--- config.mk ---
export PLATFORM = sky130hd
export DESIGN_NAME = mem_access_stage
export DESIGN_NICKNAME = d
export VERILOG_FILES = /design/src/rtl/mem_access_stage.sv
export SDC_FILE = /design/constraint.sdc
export NUM_CORES = 1
export LEC_CHECK = 0
export BUFFER_PORTS_ARGS = -buffer_cell sky130_fd_sc_hd__buf_2
export CAP_MARGIN = 20
export CORE_MARGIN = 2
export CORE_UTILIZATION = 40
export DETAILED_ROUTE_END_ITERATION = 10
export GPL_TIMING_DRIVEN = 0
export PLACE_DENSITY = 0.7
export SLEW_MARGIN = 40
export SYNTH_ARGS = -nofsm -noshare
export SYNTH_HDL_FRONTEND = slang
export SYNTH_SLANG_ARGS = --single-unit
--- constraint.sdc ---
create_clock -name clk -period 2.36 [get_ports clk]
set_input_delay 0.118 -clock clk [delete_from_list [all_inputs] [get_ports clk]]
set_output_delay 0.118 -clock clk [all_outputs]
set_load 0.01 [all_outputs]
--- src/rtl/mem_access_stage.sv ---
// MEM pipeline stage: executes loads/stores over a ready-handshaked data bus,
// stalls upstream while an access is in flight and drives the MEM/WB fields.
module mem_access_stage #(
    parameter int TIMEOUT_CYCLES = 255,
    parameter int CNT_W          = 8
) (
    input  logic        clk,
    input  logic        reset,
    input  logic        ex_valid,
    input  logic [31:0] ex_alu_result,
    input  logic [31:0] ex_store_data,
    input  logic [4:0]  ex_rd,
    input  logic        ex_reg_write,
    input  logic        ex_mem_read,
    input  logic        ex_mem_write,
    input  logic [2:0]  ex_funct3,
    output logic        mem_stall,
    output logic [31:0] mem_write_data,
    output logic [4:0]  mem_rd,
    output logic        mem_reg_write,
    output logic        mem_misaligned,
    output logic        mem_bus_error,
    output logic        dmem_req,
    output logic        dmem_we,
    output logic [31:0] dmem_addr,
    output logic [3:0]  dmem_be,
    output logic [31:0] dmem_wdata,
    input  logic [31:0] dmem_rdata,
    input  logic        dmem_ready
);

    typedef enum logic [1:0] {
        IDLE = 2'b00,
        BUSY = 2'b01,
        DONE = 2'b10
    } state_t;

    localparam logic [1:0] SZ_B = 2'd0;
    localparam logic [1:0] SZ_H = 2'd1;
    localparam logic [1:0] SZ_W = 2'd2;
    localparam logic [CNT_W-1:0] TIMEOUT_LIM =
        CNT_W'((TIMEOUT_CYCLES == 0) ? 0 : TIMEOUT_CYCLES - 1);

    // Undefined encodings (011, 110, 111) fall into the word bucket.
    function automatic logic [1:0] size_of(input logic [2:0] f3);
        case (f3[1:0])
            2'b00:   size_of = SZ_B;
            2'b01:   size_of = SZ_H;
            default: size_of = SZ_W;
        endcase
    endfunction

    function automatic logic [3:0] store_be(input logic [1:0] sz, input logic [1:0] a);
        case (sz)
            SZ_B:    store_be = 4'b0001 << a;
            SZ_H:    store_be = 4'b0011 << a;
            default: store_be = 4'b1111;
        endcase
    endfunction

    function automatic logic [31:0] store_wdata(input logic [1:0] sz, input logic [31:0] d);
        case (sz)
            SZ_B:    store_wdata = {4{d[7:0]}};
            SZ_H:    store_wdata = {2{d[15:0]}};
            default: store_wdata = d;
        endcase
    endfunction

    function automatic logic [31:0] load_extend(input logic [2:0] f3, input logic [1:0] a,
                                                input logic [31:0] rd);
        logic [7:0]  b;
        logic [15:0] h;
        case (a)
            2'd0:    b = rd[7:0];
            2'd1:    b = rd[15:8];
            2'd2:    b = rd[23:16];
            default: b = rd[31:24];
        endcase
        h = a[1] ? rd[31:16] : rd[15:0];
        case (size_of(f3))
            SZ_B:    load_extend = f3[2] ? {24'd0, b} : {{24{b[7]}}, b};
            SZ_H:    load_extend = f3[2] ? {16'd0, h} : {{16{h[15]}}, h};
            default: load_extend = rd;
        endcase
    endfunction

    state_t            state_r, state_s;
    logic [31:0]       addr_r;
    logic              we_r;
    logic [3:0]        be_r;
    logic [31:0]       wdata_r;
    logic [4:0]        rd_r;
    logic              reg_write_r;
    logic [2:0]        funct3_r;
    logic [31:0]       result_r;
    logic [CNT_W-1:0]  cnt_r;
    logic              abort_r;

    logic              accept_s;
    logic              ready_hit_s;
    logic              timeout_s;
    logic [1:0]        size_s;
    logic              mem_op_s;
    logic              misaligned_s;

    assign size_s       = size_of(ex_funct3);
    assign mem_op_s     = ex_mem_read | ex_mem_write;
    assign misaligned_s = ((size_s == SZ_H) && ex_alu_result[0]) ||
                          ((size_s == SZ_W) && (ex_alu_result[1:0] != 2'b00));

    // State register.
    always_ff @(posedge clk or negedge reset) begin
        if (!reset) begin
            state_r <= IDLE;
        end else begin
            state_r <= state_s;
        end
    end

    // Access context, timeout counter, load result and abort flag.
    always_ff @(posedge clk or negedge reset) begin
        if (!reset) begin
            addr_r      <= 32'd0;
            we_r        <= 1'b0;
            be_r        <= 4'd0;
            wdata_r     <= 32'd0;
            rd_r        <= 5'd0;
            reg_write_r <= 1'b0;
            funct3_r    <= 3'd0;
            result_r    <= 32'd0;
            cnt_r       <= '0;
            abort_r     <= 1'b0;
        end else if (accept_s) begin
            addr_r      <= ex_alu_result;
            we_r        <= ex_mem_write;
            be_r        <= ex_mem_write ? store_be(size_s, ex_alu_result[1:0]) : 4'b1111;
            wdata_r     <= ex_mem_write ? store_wdata(size_s, ex_store_data) : 32'd0;
            rd_r        <= ex_rd;
            reg_write_r <= ex_reg_write;
            funct3_r    <= ex_funct3;
            result_r    <= 32'd0;
            cnt_r       <= '0;
            abort_r     <= 1'b0;
        end else if (state_r == BUSY) begin
            cnt_r <= cnt_r + CNT_W'(1);
            if (ready_hit_s) begin
                result_r <= load_extend(funct3_r, addr_r[1:0], dmem_rdata);
            end else if (timeout_s) begin
                abort_r <= 1'b1;
            end
        end else if (state_r == DONE) begin
            abort_r <= 1'b0;
        end
    end

    // Next state and all outputs; an asserted reset forces every output low.
    always_comb begin
        state_s        = state_r;
        accept_s       = 1'b0;
        ready_hit_s    = 1'b0;
        timeout_s      = 1'b0;
        mem_stall      = 1'b0;
        mem_write_data = 32'd0;
        mem_rd         = 5'd0;
        mem_reg_write  = 1'b0;
        mem_misaligned = 1'b0;
        mem_bus_error  = 1'b0;
        dmem_req       = 1'b0;
        dmem_we        = 1'b0;
        dmem_addr      = 32'd0;
        dmem_be        = 4'd0;
        dmem_wdata     = 32'd0;
        if (!reset) begin
            state_s = IDLE;
        end else begin
            case (state_r)
                IDLE: begin
                    if (ex_valid && mem_op_s) begin
                        if (misaligned_s) begin
                            mem_misaligned = 1'b1;
                            state_s        = IDLE;
                        end else begin
                            mem_stall = 1'b1;
                            accept_s  = 1'b1;
                            state_s   = BUSY;
                        end
                    end else if (ex_valid) begin
                        mem_write_data = ex_alu_result;
                        mem_rd         = ex_rd;
                        mem_reg_write  = ex_reg_write;
                        state_s        = IDLE;
                    end else begin
                        state_s = IDLE;
                    end
                end
                BUSY: begin
                    dmem_req   = 1'b1;
                    dmem_we    = we_r;
                    dmem_addr  = {addr_r[31:2], 2'b00};
                    dmem_be    = be_r;
                    dmem_wdata = wdata_r;
                    mem_stall  = 1'b1;
                    if (dmem_ready) begin
                        ready_hit_s = 1'b1;
                        state_s     = DONE;
                    end else if ((TIMEOUT_CYCLES != 0) && (cnt_r == TIMEOUT_LIM)) begin
                        timeout_s = 1'b1;
                        state_s   = DONE;
                    end else begin
                        state_s = BUSY;
                    end
                end
                DONE: begin
                    mem_write_data = result_r;
                    mem_rd         = rd_r;
                    mem_reg_write  = reg_write_r & ~we_r & ~abort_r & (rd_r != 5'd0);
                    mem_bus_error  = abort_r;
                    state_s        = IDLE;
                end
                default: begin
                    state_s = IDLE;
                end
            endcase
        end
    end

endmodule

=== Word-level counts from Yosys, hierarchy flattened ===
Cells that the tools add are included.

* Word-level logic and storage cells: 120
* Register bits: 121

* Shifts and indexed selects: 2
* Reduce and logical (&&, ||, !) cells: 17
* Add/sub/neg operators: 1
* Equal/unequal tests: 12
* Multiplexer cells: 71
* Bitwise logic cells: 6

{| class="wikitable"
|+ Operators by type and width
! kind !! number
|-
| 32-bit two-way mux || 13
|-
| 32-bit case mux with 2 select lines || 3
|-
| 1-bit two-way mux || 31
|-
| 8-bit case mux with 3 select lines || 1
|-
| 16-bit two-way mux || 1
|-
| 8-bit two-way mux || 2
|-
| 5-bit two-way mux || 3
|-
| 2-bit two-way mux || 7
|-
| 2-bit by 1-bit == test with 1-bit output (second input constant) || 6
|-
| 2-bit zero test || 6
|-
| 4-bit two-way mux || 3
|-
| 2-bit case mux with 2 select lines || 3
|-
| 5-bit case mux with 2 select lines || 1
|-
| 8-bit by 1-bit adder with 8-bit output (second input constant) || 1
|-
| 8-bit == test (second input constant) || 1
|-
| 4-bit case mux with 2 select lines || 1
|-
| 2-bit == test (second input constant) || 3
|-
| 3-bit inequality test (second input constant) || 2
|-
| 2-bit nonzero test || 3
|-
| 5-bit nonzero test || 1
|-
| 1-bit case mux with 2 select lines || 2
|-
| 1-bit by 2-bit left shift with 4-bit output (first input constant) || 1
|-
| 2-bit by 2-bit left shift with 4-bit output (first input constant) || 1
|-
| 1-bit AND || 3
|-
| 7 further kinds || 10
|}

=== Logic depth before layout (Yosys ltp) ===
* Depth after elaboration: 15
* Gate-level depth with buffers: 8
* Gate-level depth less buffers: 5

=== Worst setup path before layout ===
Ideal clock, no wire load.

* Path type: reg-to-reg
* From: register state_r[0]
* To: register addr_r[30]
* Stages on the path, launching flop included: 8
* Library setup time: 0.127 ns
* Path buffers: 3
* Clock period less this slack: 1.828 ns
* Slack: 0.532 ns
* Arrival: 1.701 ns
* Path through: dfrtp_1 nand2b_1 buf_2 nor3_4 and2_1 buf_4 buf_6 mux2_1

* Word-level cells in the longest chain between the ends: 3

{| class="wikitable"
|+ Ends and longest elaborated chain
! element !! RTL line !! text
|-
| from (decl) || 87 || <nowiki>state_t state_r, state_s;</nowiki>
|-
| from (signal assigned) || 116 || <nowiki>state_r <= state_s;</nowiki>
|-
| 2-bit zero test || 176 || <nowiki>case (state_r)</nowiki>
|-
| 1-bit two-way mux || 176 ||
|-
| 1-bit two-way mux || 173 || <nowiki>if (!reset) begin</nowiki>
|-
| to (signal assigned) || 134 || <nowiki>addr_r <= ex_alu_result;</nowiki>
|-
| to (decl) || 88 || <nowiki>logic [31:0] addr_r;</nowiki>
|}

No other way between the ends.
A chain may end at the register's enable or synchronous reset.

=== Worst setup path after layout ===
* From: register state_r[0]
* To: output mem_write_data[27]

* Word-level cells in the longest chain between the ends: 3
* Elaborated cells between the ends (all ways): 4
* Classes of those cells: eq/ne (1); mux (2); reduce/logical (1)

{| class="wikitable"
|+ Ends and longest elaborated chain
! element !! RTL line !! text
|-
| 2-bit == test or 2-bit zero test (tied branches) || 176 ||
|-
| 32-bit case mux with 2 select lines (*) || 176 ||
|-
| 32-bit two-way mux (*) || 173 ||
|-
| to (decl) || 18 || <nowiki>output logic [31:0] mem_write_data,</nowiki>
|}

Mark *: on every way between the ends. The rest lies on a longest branch, timed or not.

==> flow_summary.json <==
{
  "powerDensity_nw_per_um2": 738.5,
  "cts_made_buffers": 17,
  "num_vias": 6530,
  "final.fill_count": 1443,
  "clock_sink_total": 121,
  "cell_mode_on_critical_path": "sky130_fd_sc_hd__buf_2",
  "antenna_found_initial": 1,
  "slew_violations": 0,
  "leading_post_synthesis_cells_by_instance_count": "sky130_fd_sc_hd__dfrtp_1 (121), sky130_fd_sc_hd__and3_1 (69), sky130_fd_sc_hd__mux2_1 (60), sky130_fd_sc_hd__mux2i_1 (40), sky130_fd_sc_hd__clkbuf_1 (39)",
  "tightest_slew_ns": 0.7552,
  "drive_gt1_share_pct": 32.22,
  "cts.reportedPaths.clkPinSlew_ns": 0.05,
  "dr.first_iter.drc_count": 441,
  "grt_pass1_vias": 6386,
  "worstPathBufferInverterCount": 4,
  "largest_cells_by_area_after_synthesis": "sky130_fd_sc_hd__dfrtp_1 (44%), sky130_fd_sc_hd__mux2_1 (9.8%), sky130_fd_sc_hd__and3_1 (6.3%)",
  "core_area_sq_um": 16700,
  "critical_path.reg2reg.startpoint": "state_r[0]",
  "cts-root-buf": "sky130_fd_sc_hd__clkbuf_16",
  "htreeDepth": 4,
  "tritoncts": "done",
  "most_instantiated_library_cell_after_synthesis": "sky130_fd_sc_hd__dfrtp_1",
  "grt.overflow.total": 0,
  "hold_slack_ns": 0.01764,
  "worstSetupPathType": "register to output pin",
  "final_setup_violation_count": 0,
  "outcome": "finished clean",
  "floorplan_die_height_microns": 135.2,
  "max_slew_margin_pct": 49.65,
  "synth-edff-count": 0,
  "globalplace.congestion": 0.8902,
  "drt-total-wl_mm": 23.17,
  "post_synthesis_sequential_element_count": 121,
  "dp.cells": 1083,
  "grt_first_pass_wirelength_mm": 35.13,
  "port_buffers": 218,
  "grt_setup_unrepaired": "no",
  "cpMaxStageDelayCell": "sky130_fd_sc_hd__dfrtp_2",
  "critPathCaptureType": "output pin",
  "worst-endpoint-arrival_ns": 2.15,
  "global_route_usage_sum_pct": 25.25,
  "worst_setup_slack_before_clock_tree_synthesis_ns": -0.3052,
  "maximum_clock_rate_ghz": 0.4416,
  "power.static_leakage_nw": 5.035,
  "hold_path.startpoint": "dmem_ready",
  "netlist_area_sq_um": 6889,
  "firstDrtPassIters": 5,
  "worst_skew_ns": 0.006598,
  "post-dp-hpwl_mm": 16.59,
  "antenna_nets_post_route": 0,
  "grt_start_max_net_pins": 74,
  "synth_warnings": 0,
  "floorplan.initialDensity_pct": 41.25,
  "critical_path.max_fanout": 10,
  "synthFlopType": "sky130_fd_sc_hd__dfrtp_1",
  "path_delay_family": "buffers and inverters",
  "finalCriticalPeriod_ns": 2.265,
  "worst_ir_drop_vdd_mv": 0.4815,
  "max-clock-path-buffers": 2,
  "final_hold_viol_count": 0,
  "start_kind": "register",
  "pin_count": 222,
  "synth_cells": 643,
  "max_cap_viol_count": 0,
  "max_stage_delay_ns": 0.42,
  "synth.largest_area_cell": "sky130_fd_sc_hd__dfrtp_1",
  "clk-insertion-delay-late_ns": 0.42,
  "syn_avg_cell_area_sq_um": 10.71,
  "setup_ws_ns": 0.09529,
  "post_layout_nonfiller_instances": 1176,
  "cp_data_required_time_ns": 2.24,
  "area_growth_pct": 39.92,
  "totalPowerFinal_mw": 7.119,
  "wl_per_cell_microns": 19.70,
  "route.detailed.drc": 0,
  "synth_sequential_area_ratio_pct": 43.95,
  "antenna_cells_inserted": 0,
  "hp-class": "input pin to register",
  "fraction_of_registers_with_async_set_reset_pct": 100.0,
  "final_net_count": 1056,
  "fp.dieArea_sq_um": 18290,
  "chipWidth_microns": 135.2,
  "netlist.area_leader.share_pct": 43.95,
  "yosys.cell_types.count": 50,
  "crit_path_cell_trace": "nand2b_1 -> buf_2 -> nor4_4 -> buf_4 -> clkbuf_4 -> a22o_1 -> buf_2",
  "avgViaCountPerCell": 5.553,
  "ratio_of_final_minimum_period_to_clock_period_pct": 95.96,
  "rows": 47,
  "startpoint": "state_r[0]"
}
## cell usage in the layout (no fill, tap or decap), types with 17 or more instances in the layout
| cell | n |
|---|---|
| sky130_fd_sc_hd__a221o_1 | 24 |
| sky130_fd_sc_hd__a22o_1 | 30 |
| sky130_fd_sc_hd__and3_1 | 69 |
| sky130_fd_sc_hd__buf_2 | 225 |
| sky130_fd_sc_hd__clkbuf_1 | 27 |
| sky130_fd_sc_hd__clkbuf_16 | 17 |
| sky130_fd_sc_hd__dfrtp_1 | 120 |
| sky130_fd_sc_hd__dlygate4sd3_1 | 54 |
| sky130_fd_sc_hd__inv_1 | 31 |
| sky130_fd_sc_hd__mux2_1 | 60 |
| sky130_fd_sc_hd__mux2i_1 | 40 |
| sky130_fd_sc_hd__nand2_1 | 33 |
| sky130_fd_sc_hd__nor2_1 | 27 |
## stage by stage
stage / instance area (sq um) / util, % / TNS (ns)
after floorplan: 6893 / - / 0
after global placement: 8259 / 49.45 / -401.62
after detailed placement: 8303 / 49.72 / -14.20
after CTS: 9593 / 57.44 / 0
after global routing: 9639 / 57.72 / 0
final: 9639 / 57.72 / 0
## logic make-up (layout without fill, tap and decap cells)
logic type	after synthesis	count (layout)	synth area share [%]
buf+inv	93	405	6.302
compound gates	139	139	16.47
simple gates	173	173	13.86
other cells	1	2	0.05443
mux	108	108	18.23
fa+ha+maj	2	2	0.3632
xor+xnor	6	6	0.7628
flops	121	121	43.95
## metal layers
metal	vias up	track usage, %	share of wire (%)
met5	-	0	0.056
met4	2	8.391	2.5
li1	2987	-	-
met3	45	6.023	8.2
met1	3162	33.49	43
met2	334	40.89	46
## sequential cells by signal, indices dropped and copies added (netlist names)
register     flops
rd_r             5
funct3_r         3
abort_r          1
result_r        32
state_r          2
wdata_r         32
reg_write_r      1
we_r             1
cnt_r            8
addr_r          32
be_r             4
## power by group
part           internal (mW)  total [mW]  switching, mW
clock                   1.79        2.75          0.960
combinational          0.747        1.50          0.755
sequential              2.57        2.87          0.303
## worst paths after layout
| check | end | slack (ns) | depth (start not counted) |
|---|---|---|---|
| max | mem_write_data[27] | 0.1 | 7 |
| min | state_r[1] | 0.02 | 3 |
| max reg2reg | result_r[5] | 0.38 | 7 |
| min reg2reg | addr_r[23] | 0.48 | 1 |
| max in group asynchronous | state_r[0] | 1.51 | 4 |
| min in group asynchronous | result_r[11] | 0.46 | 4 |
## layout make-up
type,instances,area (sq um),share of cell area [%]
Sequential cell,121,3029,31.43
Inverter,32,120.1,1.246
Clock buffer,20,446.7,4.634
Tap cell,220,275.3,2.856
Buffer,61,350.3,3.634
Timing Repair Buffer,280,1782,18.48
Multi-Input combinational cell,430,3462,35.92
Clock inverter,12,173.9,1.804
## what timing repair did
item,CTS,global route
setup buffers,2,2
pin swaps,2,0
hold buffers,57,0
gates resized for setup,14,22
hold endpoints to repair,100,0
endpoints found under the setup margin,98,68
## worst register-to-register path: stages, from the launching register on
cell and delay (ns):
sky130_fd_sc_hd__dfrtp_2 0.38, sky130_fd_sc_hd__nand2b_1 0.11, sky130_fd_sc_hd__buf_2 0.23, sky130_fd_sc_hd__nor3_4 0.05, sky130_fd_sc_hd__buf_4 0.16, sky130_fd_sc_hd__a21oi_1 0.31, sky130_fd_sc_hd__clkbuf_1 0.46, sky130_fd_sc_hd__o2bb2ai_1 0.19
Note: power is estimated with default switching activity, not from simulation.
